`config.mk`:
```
export PLATFORM = sky130hd
export DESIGN_NAME = noc_sync_fifo
export DESIGN_NICKNAME = d
export VERILOG_FILES = /design/src/rtl/noc_sync_fifo.sv
export SDC_FILE = /design/constraint.sdc
export NUM_CORES = 1
export LEC_CHECK = 0
export ABC_AREA = 1
export CAP_MARGIN = 10
export CORE_ASPECT_RATIO = 0.75
export CORE_MARGIN = 2
export CORE_UTILIZATION = 58
export CTS_CLUSTER_SIZE = 25
export DETAILED_ROUTE_END_ITERATION = 10
export PLACE_DENSITY = 0.89
export SETUP_SLACK_MARGIN = 0.4
export SLEW_MARGIN = 30
export SYNTH_ARGS = -nofsm -noshare
export SYNTH_HDL_FRONTEND = slang
export SYNTH_SLANG_ARGS = --single-unit
```
`constraint.sdc`:
```
create_clock -name clk -period 5.9 [get_ports clk]
set_input_delay 1.18 -clock clk [delete_from_list [all_inputs] [get_ports clk]]
set_output_delay 1.18 -clock clk [all_outputs]
set_load 0.01 [all_outputs]
```
`src/rtl/noc_sync_fifo.sv`:
```
// noc_sync_fifo: single-clock circular-buffer FIFO with first-word-fall-through
// read data, occupancy count, almost-full/almost-empty thresholds and sticky
// overflow/underflow flags.
module noc_sync_fifo #(
  parameter int WIDTH    = 45,
  parameter int ADDR_W   = 3,
  parameter int AF_LEVEL = 6,
  parameter int AE_LEVEL = 2
) (
  input  logic              clk,
  input  logic              rstp,
  input  logic [WIDTH-1:0]  data_in,
  input  logic              writep,
  input  logic              readp,
  input  logic              clr_err,
  output logic [WIDTH-1:0]  data_out,
  output logic              emptyp,
  output logic              fullp,
  output logic              almost_fullp,
  output logic              almost_emptyp,
  output logic [ADDR_W:0]   count,
  output logic              overflowp,
  output logic              underflowp
);

  localparam int DEPTH = 1 << ADDR_W;

  // Thresholds expressed at count width so the decodes compare like with like.
  localparam logic [ADDR_W:0] FULL_CNT = {1'b1, {ADDR_W{1'b0}}};
  localparam logic [ADDR_W:0] AF_CNT   = AF_LEVEL[ADDR_W:0];
  localparam logic [ADDR_W:0] AE_CNT   = AE_LEVEL[ADDR_W:0];

  logic [WIDTH-1:0]  mem [DEPTH];
  logic [ADDR_W-1:0] head;
  logic [ADDR_W-1:0] tail;
  logic              rd_acc;
  logic              wr_acc;
  logic              ovf_set;
  logic              unf_set;

  // Status flags decode from count alone so they never disagree with it.
  always_comb begin
    emptyp        = (count == '0);
    fullp         = (count == FULL_CNT);
    almost_fullp  = (count >= AF_CNT);
    almost_emptyp = (count <= AE_CNT);
  end

  // Accept decisions; a write into a full FIFO rides on a same-cycle pop.
  always_comb begin
    // NOTE: every signal driven here gets a value on every path, so no latch
    // is inferred.
    rd_acc  = readp & ~emptyp;
    wr_acc  = writep & (~fullp | rd_acc);
    ovf_set = writep & ~wr_acc;
    unf_set = readp & emptyp;
  end

  // Head of queue is presented with zero latency.
  assign data_out = mem[tail];

  // Storage array: written only on an accepted write.
  always_ff @(posedge clk) begin
    // NOTE: the data array carries no reset; only pointers and count define
    // which entries are valid, and leaving it unreset keeps it a plain RAM.
    if (wr_acc && !rstp) begin
      mem[head] <= data_in;
    end
  end

  // Pointers, occupancy and sticky error flags.
  always_ff @(posedge clk) begin
    // NOTE: non-blocking assignments so every register samples pre-edge values.
    if (rstp) begin
      head       <= '0;
      tail       <= '0;
      count      <= '0;
      overflowp  <= 1'b0;
      underflowp <= 1'b0;
    end else begin
      if (wr_acc) head <= head + ADDR_W'(1);
      if (rd_acc) tail <= tail + ADDR_W'(1);

      case ({wr_acc, rd_acc})
        2'b10:   count <= count + 1'b1;
        2'b01:   count <= count - 1'b1;
        default: count <= count;
      endcase

      // A set condition in the same cycle takes priority over the clear.
      if (ovf_set)      overflowp <= 1'b1;
      else if (clr_err) overflowp <= 1'b0;

      if (unf_set)      underflowp <= 1'b1;
      else if (clr_err) underflowp <= 1'b0;
    end
  end

endmodule

```
# Yosys cells after proc, flatten, opt, wreduce, memory -nomap -nowiden
# Memory sizes are Yosys's and may differ from the RTL's. A register that Yosys moved wholly into a read port is not among the register bits.
# Cells that the tools add are included.
# op_classes
addsub	4
magnitude_cmp	2
eq_ne	3
muxes	8
bitwise	8
reduce_logical	6
# ops
cell	n
4-bit case mux with 2 select lines	1
3-bit by 1-bit adder with 3-bit output, second input constant	2
3-bit 2-to-1 mux	2
2-bit nonzero test	3
1-bit 2-to-1 mux	5
4-bit by 1-bit adder with 4-bit output, second input constant	1
1-bit bitwise AND	4
4-bit equality test, second input constant	1
4-bit by 3-bit >= comparator with 1-bit output, second input constant	1
4-bit by 2-bit <= comparator with 1-bit output, second input constant	1
4-bit logical NOT	1
4-bit by 1-bit subtractor with 4-bit output, second input constant	1
1-bit inverter	3
2-bit by 1-bit equality test with 1-bit output, second input constant	1
2-bit equality test, second input constant	1
1-bit logical AND	1
1-bit logical NOT	1
1-bit OR	1
# word_totals
regBits	12
ramBits	360
wordCells	37
memories	1
# memory_table
name	words	word_bits	read_ports	rd_ports_with_merged_regs	wr	line	text
mem	8	45	1	1	1	33	logic [WIDTH-1:0] mem [DEPTH];

# Logic depth before layout (Yosys ltp)
# Gate-level depths: netlist of the first run.
# depth
word_depth	8
ltp_mapped	13
mapped_depth_nobuf	13

# Least setup slack after synthesis of the first run
# Ideal clock, no wire load.
# synth_path
kind	input port to flip-flop
startpoint	in readp
endpoint	mem mem[4][0], enable pin
setup_ns	0.504
t_arrival_ns	4.651
slack_ns	0.745
cell_stages	6
n_path_buf	0
path_cell_list	inv_1 -> nand4_1 -> nand2_1 -> inv_1 -> nand2_1 -> nor3_1
# synth_between
elab_chain_cells	6
# synth_rtl
element	line	text
start, declared	14	input logic readp,
1-bit bitwise AND	53	rd_acc = readp & ~emptyp;
1-bit OR	54	wr_acc = writep & (~fullp | rd_acc);
1-bit bitwise AND	54	
1-bit logical AND	66	if (wr_acc && !rstp) begin
1-bit 2-to-1 mux	66	
1-bit 2-to-1 mux (implied by the code)	67	mem[head] <= data_in;
end, declared	33	
# Every way passes these cells.

==> impl_metrics.tcl, run 1 <==
set metrics [dict create \
    startpoint_type "flip-flop" \
    power_uw 6969 \
    cts_max_path_buffers 3 \
    use_met2_pct 38.29 \
    crit_chain "buf_16 > buf_12 > o21ai_0 > o22ai_1 > nand2_1 > nand2_1 > clkdlybuf4s50_1" \
    cts_max_level 2 \
    hold_start "overflowp$_SDFFE_PP0P_" \
    cts_root_buf "clkbuf_16" \
    ys_seq_elements 375 \
    rows 50 \
    fp.dieW_um 188.5 \
    grt_pass1_wl_um 48650 \
    critPathArrivalTime_ps 3100 \
    max_slew_margin_pct 33.62 \
    die_area_um2 26830 \
    worstPathRequired_ps 4720 \
    drc 0 \
    setup_viol 0 \
    met3_usage_pct 5.523 \
    post-place-ws_ps 1828 \
    syn_area_per_cell_um2 14.44 \
    worstMarginPinSlew_ps 995.7 \
    die_h_um 142.4 \
    placed_area_um2 16050 \
    ios 105 \
    reg2reg_depth 7 \
    worstSkewPairLatency_ps 530 \
    tns_ps 0 \
    final_cell_area_um2 17250 \
    nNetsFinal 1178 \
    grt.total_usage_pct 23.66 \
    first_pass_iters 5 \
    reg2reg_slack_ps 3070 \
    place_hpwl_um 16580 \
    mappedNetlistNets 1080 \
    grt_pass1_vias 9184 \
    use_met1_pct 31.62 \
    drive_above_1_share_pct 7.230 \
    fill_cells 1580 \
    worst_setup_path_end_kind "output pin" \
    status "finished clean" \
    max_freq_mhz 233.8 \
    n_antenna_cell 0 \
    gp_congestion 0.7381 \
    drt_iter0_markers 1013 \
    hold_buffers 0 \
    peakVddDrop_mv 0.3105 \
    synth_area_um2 14800 \
    worstSetupPathType "flip-flop to output pin" \
    grt_max_degree 181 \
    seq_area_frac_synth_pct 75.05 \
    syn_to_final_growth_pct 16.54 \
    hold_end "overflowp$_SDFFE_PP0P_" \
    r2r-start "count[1]$_SDFFE_PP0P_" \
    num_vias 8932 \
    final_hold_viol_count 0 \
    synthCells 1025 \
    cap_violations 0 \
    fin_crit_sh_pct 72.51 \
    cts_buffers 36 \
    power_density_nw_per_um2 403.9 \
    start_util_pct 59.16 \
    io_buffers 104 \
    grt_busiest_layer "met2" \
    antenna_found_initial 3 \
    max_stage_delay_ps 610 \
    core_area_um2 25020 \
    cts_tree "yes" \
    clock_skew_ps 20.08 \
    setup_slack_ps 1622 \
    cp_max_fo 76 \
    worst_hold_slack_ps 466.4 \
    slew_violations 0 \
    cpMostUsedCell "nand2_1" \
    clk_pin_slew_worst_paths_ps 60 \
    cp_slowest_cell "dfxtp_4" \
    grt-ovfl-total 0 \
    fin_crit_ps 4278 \
    vias_per_cell 6.011 \
    rsz0062_at_grt "false" \
    leakagePower_uw 0.005770 \
    whs_path_depth 2 \
    yosysWarnings 0 \
    wirelength_um 31520 \
    cts_sinks 375 \
    cts_resized 0 \
    synth.distinct_cells 29 \
    wire_per_inst_um 21.21 \
    hold_path.class "flip-flop to flip-flop" \
    worstReg2RegEnd "mem[5][23]$_DFFE_PP_" \
    ant_nets 0 \
    postCtsSetupBuffers 0 \
]
[how the worst max path moves through the flow]
stage,startpoint,endpoint,cells past startpoint
floorplan,readp,mem[4][0]$_DFFE_PP_,6
global placement,readp,mem[3][21]$_DFFE_PP_,8
detailed placement,readp,mem[5][10]$_DFFE_PP_,8
CTS,flip-flop,data_out[2],6
global route,flip-flop,data_out[20],7
finish,flip-flop,data_out[2],7
[metrics by stage]
step / instances / utilization [%]
floorplan: 1025 / -
detailed placement: 1422 / 64.15
CTS: 1485 / 68.83
global placement: 1421 / 64.01
finish: 1486 / 68.95
global route: 1486 / 68.95
[cell usage in the layout (no fill, tap or decap), drive strengths merged, types with 4 or more instances in the layout]
cell type and count:
nor2 107, a21oi 10, clkdlybuf4s50 104, inv 21, buf 15, bufinv 4
edfxtp 360, clkinv 13, nor3 4, clkbuf 46, o21ai 98, nand2 154
dfxtp 15, o22ai 90, mux2i 90, ha 4, nand3 9
[where the power goes]
part / total [uW] / switching, uW / internal, uW
logic: 1610 / 930 / 681
registers: 3060 / 65.7 / 3000
clock network: 2300 / 942 / 1350
total: 6970 / 1940 / 5030
[sequential cells by signal, summed over array words and instances (netlist names), named ones only]
register and flops:
head 3, underflowp 1, count 4, mem 360
tail 3, overflowp 1
[critical path: cells and delay by family (launching register included)]
kind | cells | cell delay, ps
AOI/OAI and AO/OA | 2 | 520
buffers and inverters | 3 | 1150
DFF | 1 | 610
and+or+nand+nor | 2 | 220
[final cells by class]
class                           count  area (um^2)  area share, %
Clock inverter                     17        191.4          1.110
Inverter                           21        82.58         0.4786
Clock buffer                       46        980.9          5.686
Sequential cell                   375        11120          64.45
Tap cell                          338        422.9          2.451
Multi-Input combinational cell    570         3224          18.69
Timing Repair Buffer              119         1231          7.136
[metal layers]
layer	up-vias	wire length, um
met5	-	46
met4	6	768
met3	67	2919
met2	473	15290
met1	4378	12500
li1	4008	-
[Yosys cell counts (all sizes together)]
| library cell | number | share of area [%] |
|---|---|---|
| nor3 | 4 | 0.14 |
| dfxtp | 15 | 2.0 |
| nand4 | 1 | 0.042 |
| xnor2 | 1 | 0.059 |
| ha | 4 | 0.34 |
| xor2 | 1 | 0.059 |
| buf | 41 | 2.5 |
| a21oi | 10 | 0.34 |
| o22ai | 90 | 3.8 |
| nand3 | 9 | 0.34 |
| inv | 21 | 0.55 |
| mux2i | 90 | 6.1 |
| nor2 | 107 | 2.7 |
| fa | 1 | 0.14 |
| o21ai | 98 | 3.3 |
| edfxtp | 360 | 73 |
| nand2 | 154 | 4.0 |
| clkbuf | 18 | 0.46 |
[cells by family (layout without fill, tap and decap cells)]
kind of cell / count (synthesis) / count (layout) / synth area share (%)
flip-flops: 375 / 375 / 75.05
AND/OR/NAND/NOR: 275 / 275 / 7.268
AO/OA/AOI/OAI: 198 / 198 / 7.454
multiplexers: 90 / 90 / 6.085
buffers and inverters: 80 / 203 / 3.550
adder cells (fa/ha/maj): 5 / 5 / 0.4733
XOR/XNOR: 2 / 2 / 0.1183
No activity file was read; power rests on OpenSTA's default activity.
==> inputs of run 2 (changes only) <==
==> constraint.sdc (replaced) <==
create_clock -name clk -period 4.2 [get_ports clk]
set_input_delay 0.84 -clock clk [delete_from_list [all_inputs] [get_ports clk]]
set_output_delay 0.84 -clock clk [all_outputs]
set_load 0.01 [all_outputs]
==> impl_metrics.tcl, run 2 (synthesis results as in run 1) <==
set metrics [dict create \
    cp_top_family "buffers and inverters" \
    final_hold_viol_count 0 \
    setup_viol 0 \
    fin_crit_ps 3633 \
    ios 105 \
    clk_pin_slew_worst_paths_ps 60 \
    drc 0 \
    tns_ps 0 \
    cts_tree "yes" \
    antenna_found_initial 0 \
    cts_max_level 2 \
    largest_reg_flops 360 \
    die_h_um 142.4 \
    nNetsFinal 1179 \
    max_freq_mhz 275.3 \
    cp_slowest_cell "clkdlybuf4s50_1" \
    cp_max_fo 66 \
    cts_root_buf "clkbuf_16" \
    whs_path_depth 2 \
    drt_iter0_markers 969 \
    io_buffers 104 \
    setup_slack_ps 567.3 \
    hold_path.class "flip-flop to flip-flop" \
    worstSetupPathType "flip-flop to output pin" \
    hold_start "tail[2]$_SDFFE_PP0N_" \
    power_density_nw_per_um2 551.3 \
    core_area_um2 25020 \
    max_stage_delay_ps 560 \
    leakagePower_uw 0.005709 \
    postCtsSetupBuffers 0 \
    max_slew_margin_pct 47.42 \
    rsz0062_at_grt "false" \
    grt.total_usage_pct 23.20 \
    num_vias 8786 \
    grt_max_degree 114 \
    wire_per_inst_um 21.09 \
    cts_buffers 36 \
    post-place-ws_ps 945.1 \
    cap_violations 0 \
    hold_end "tail[2]$_SDFFE_PP0N_" \
    reg2reg_depth 7 \
    clock_skew_ps 18.76 \
    crit_buf_inv 3 \
    place_hpwl_um 16190 \
    vias_per_cell 5.924 \
    cts_sinks 375 \
    reg2reg_slack_ps 1880 \
    worstPathRequired_ps 3360 \
    drive_above_1_share_pct 7.255 \
    r2r-start "count[1]$_SDFFE_PP0P_" \
    grt_pass1_wl_um 47960 \
    syn_to_final_growth_pct 15.78 \
    worst_setup_path_end_kind "output pin" \
    worstSkewPairLatency_ps 510 \
    start_util_pct 59.16 \
    wirelength_um 31280 \
    fp.dieW_um 188.5 \
    gp_congestion 0.7572 \
    cts_max_path_buffers 3 \
    mostFrequentLayoutCells "edfxtp_1, nand2_1, clkdlybuf4s50_1, nor2_1" \
    layout_commonest_cell "edfxtp_1" \
    worstReg2RegEnd "mem[3][23]$_DFFE_PP_" \
    grt-ovfl-total 0 \
    critPathArrivalTime_ps 2790 \
    cpMostUsedCell "nand2_1" \
    die_area_um2 26830 \
    grt_pass1_vias 8884 \
    fin_crit_sh_pct 86.49 \
    crit_chain "inv_4 > buf_12 > nor2_1 > o22ai_1 > nand2_1 > nand2_1 > clkdlybuf4s50_1" \
    largest_registers "mem x360, count x4" \
    status "finished clean" \
    startpoint_type "flip-flop" \
    peakVddDrop_mv 0.2732 \
    slew_violations 0 \
    ant_nets 0 \
    worstMarginPinSlew_ps 788.7 \
    rows 50 \
    first_pass_iters 5 \
    regMostFlops "mem" \
]
run 2: cell count changes in the layout (fill, tap and decap cells not counted), moves of 2 or more:
cell        delta
buf_12         +2
buf_4          -2
bufinv_16      -4
clkbuf_1       -5
clkinvlp_4     +3
run 2: routing by layer:
| layer | global-route usage, % | up-vias | wire length (um) |
|---|---|---|---|
| met5 | 0 | - | 0 |
| met4 | 7.401 | 0 | 563 |
| met3 | 3.945 | 50 | 2473 |
| met2 | 37.56 | 418 | 14980 |
| met1 | 32.65 | 4306 | 13260 |
| li1 | - | 4012 | - |
run 2: tightest hold or removal path, cell delays in order (launching register included):
cell	delay, ps
dfxtp_1	310
inv_1	50
a21oi_1	60
run 2: area by class of cell:
cell class,instances,area [um^2]
clock inverter,18,91.34
sequential,375,11120
fill,1619,7884
inverter,21,83.83
multi-input combinational,570,3218
tap,338,422.9
timing repair buffer,120,1265
antenna,1,2.502
clock buffer,40,937.1
run 2: stage by stage:
step	std cells	total power [uW]	utilization (%)	cell area [um^2]	hold slack, ps
5_1_grt	1482	9851	68.49	17140	498.4
6_report	1483	9449	68.49	17140	470.4
4_1_cts	1481	9451	68.36	17110	475.9
2_1_floorplan	1025	5805	-	14800	433.1
3_3_place_gp	1423	6501	64.22	16070	441.8
3_5_place_dp	1423	6574	64.22	16070	457.7
run 2: what timing repair did:
item | 4_1_cts | 5_1_grt
cloned | 0 | 1
resized for setup | 1 | 3
hold buffers | 0 | 0
setup endpoints to repair | 2 | 31
run 2: how the worst max path moves through the flow:
stage               cells past startpoint             endpoint  slack (ps)
floorplan                               6  mem[4][0]$_DFFE_PP_        -610
global placement                        6         data_out[19]        1030
detailed placement                      6         data_out[40]         950
CTS                                     7          data_out[3]         410
global route                            7          data_out[9]         440
finish                                  7          data_out[2]         570
run 2: power by group:
group / switching, uW / leakage (uW) / internal [uW]
sequential: 144 / 0.00338 / 4210
combinational: 1240 / 0.00183 / 969
clock: 1290 / 0.000500 / 1600
total: 2670 / 0.00571 / 6780
==> edit (settings of run 1) <==
Set the parameter `ADDR_W` to 4 (it was 3).
--- a/src/rtl/noc_sync_fifo.sv
+++ b/src/rtl/noc_sync_fifo.sv
@@ -4,5 +4,5 @@
 module noc_sync_fifo #(
   parameter int WIDTH    = 45,
-  parameter int ADDR_W   = 3,
+  parameter int ADDR_W   = 4,
   parameter int AF_LEVEL = 6,
   parameter int AE_LEVEL = 2
Ports: changed (resized count); port bits go from 105 to 106. No check against the original RTL was run, so the function may have changed too.
==> edit against run 1 <==
Combinational power up 73%. Synthesized area up 110%. Register-to-register slack worse by 180 ps. Worst setup slack worse by 300 ps. Final area up 97%. Routed wire length up 130%. Sequential cell count up 364. Non-clock buffer count up 27. Sequential power up 94%. Clock power up 81%. Core utilization down 3.0 points. Total power up 85%. Critical path depth down 1. Critical endpoint is now data_out[1].
==> edit: results (changes against run 1) <==
Setup path
  • WP data arrival: 3400 ps (+300 ps)

Pwr
  • PD cells: 379 mW/mm^2 (-6.1%)
  • Leakage power: 12.0 nW (+110%)
  • Worst vdd ir: 0.267 mV (-14%)

Layout
  • Share of layout cells above drive strength 1: 6.81% (-0.42 points)
  • Final Net Count: 2535 (+120%)

GRT
  • GRT Util Overall: 26.3% (+2.6 points)
  • Largest net degree at the start of global routing: 104 (-43%)
  • Met3 usage in global routing: 5.31% (-0.21 points)
  • Initial antenna violation count: 1 (-2)

Clocking
  • CTS H-tree lvls: 3 (+1)
  • Clock Latency Late Sink: 610 ps (+80 ps)

Synthesis
  • Mean post-synth cell area: 12.6 sq um (-13%)
  • Synth top area cells: edfxtp_1 71%, nand3_1 4.7%, inv_1 4.7%

Drt
  • WL met1: 26400 um (+110%)
  • Via count: 19500 (+120%)
  • Top routing layer in use: met4
  • 1st-iter DRT viols: 2858 (+180%)

Placed design
  • Post-DP Area: 0.0318 sq mm (+98%)
  • Port Buffers: 105 (+0.96%)
  • Pre-CTS WS: 1630 ps (-197 ps)
  • Final GP Congestion: 0.800 (+8.3%)
  • DP HPWL: 38400 um (+130%)

Run status
  • Status: finished clean

STA
  • Clk_skew: 20.6 ps (+0.481 ps)
## edit: changes by cell type after synthesis, sizes merged, moves of 91 or more
cell | before | now
a21oi | 10 | 190
edfxtp | 360 | 720
inv | 21 | 382
nand2 | 154 | 245
nand3 | 9 | 285
o211ai | 0 | 180
o21ai | 98 | 189
## edit: path summary, 6_finish.rpt
kind                                              end  slack [ps]  cells past startpoint
worst min register to register                   flop         460                      2
worst max register to register  mem[14][20]$_DFFE_PP_        2890                      7
worst max-delay path                      data_out[1]        1320                      6
worst min-delay path                             flop         460                      2
## edit: where the power goes
group / internal, mW / leakage (nW) / total [mW] / switching [mW]
logic: 1.06 / 4.35 / 2.79 / 1.73
clock network: 2.29 / 1.02 / 4.17 / 1.88
registers: 5.83 / 6.64 / 5.94 / 0.111
total: 9.19 / 12.0 / 12.9 / 3.72
## edit: cell type report
| class | count | share of cell area [%] |
|---|---|---|
| clock buffers | 80 | 5.20 |
| diodes | 1 | 0.00735 |
| flip-flops and latches | 739 | 64.7 |
| multi-input cells | 1139 | 17.8 |
| repair buffers | 146 | 4.54 |
| clock inverters | 40 | 0.912 |
| inverters | 382 | 4.22 |
| well taps | 703 | 2.58 |
## edit: worst max-delay path, cell delays in order (launching register included)
cell             delay (ps)
dfxtp_2                 310
buf_4                   340
inv_2                   740
buf_4                   440
nand3_1                 180
nand2_1                 150
clkdlybuf4s50_1         550
## edit: logic make-up (layout without fill, tap and decap cells)
family,Yosys count,in the layout,synth area share (%)
adder cells (fa/ha/maj),9,9,0.396
AND/OR/NAND/NOR,566,566,8.18
buffers and inverters,531,648,7.94
AO/OA/AOI/OAI,561,561,10.9
flip-flops,739,739,72.5
XOR/XNOR,3,3,0.0865
other,0,1,0
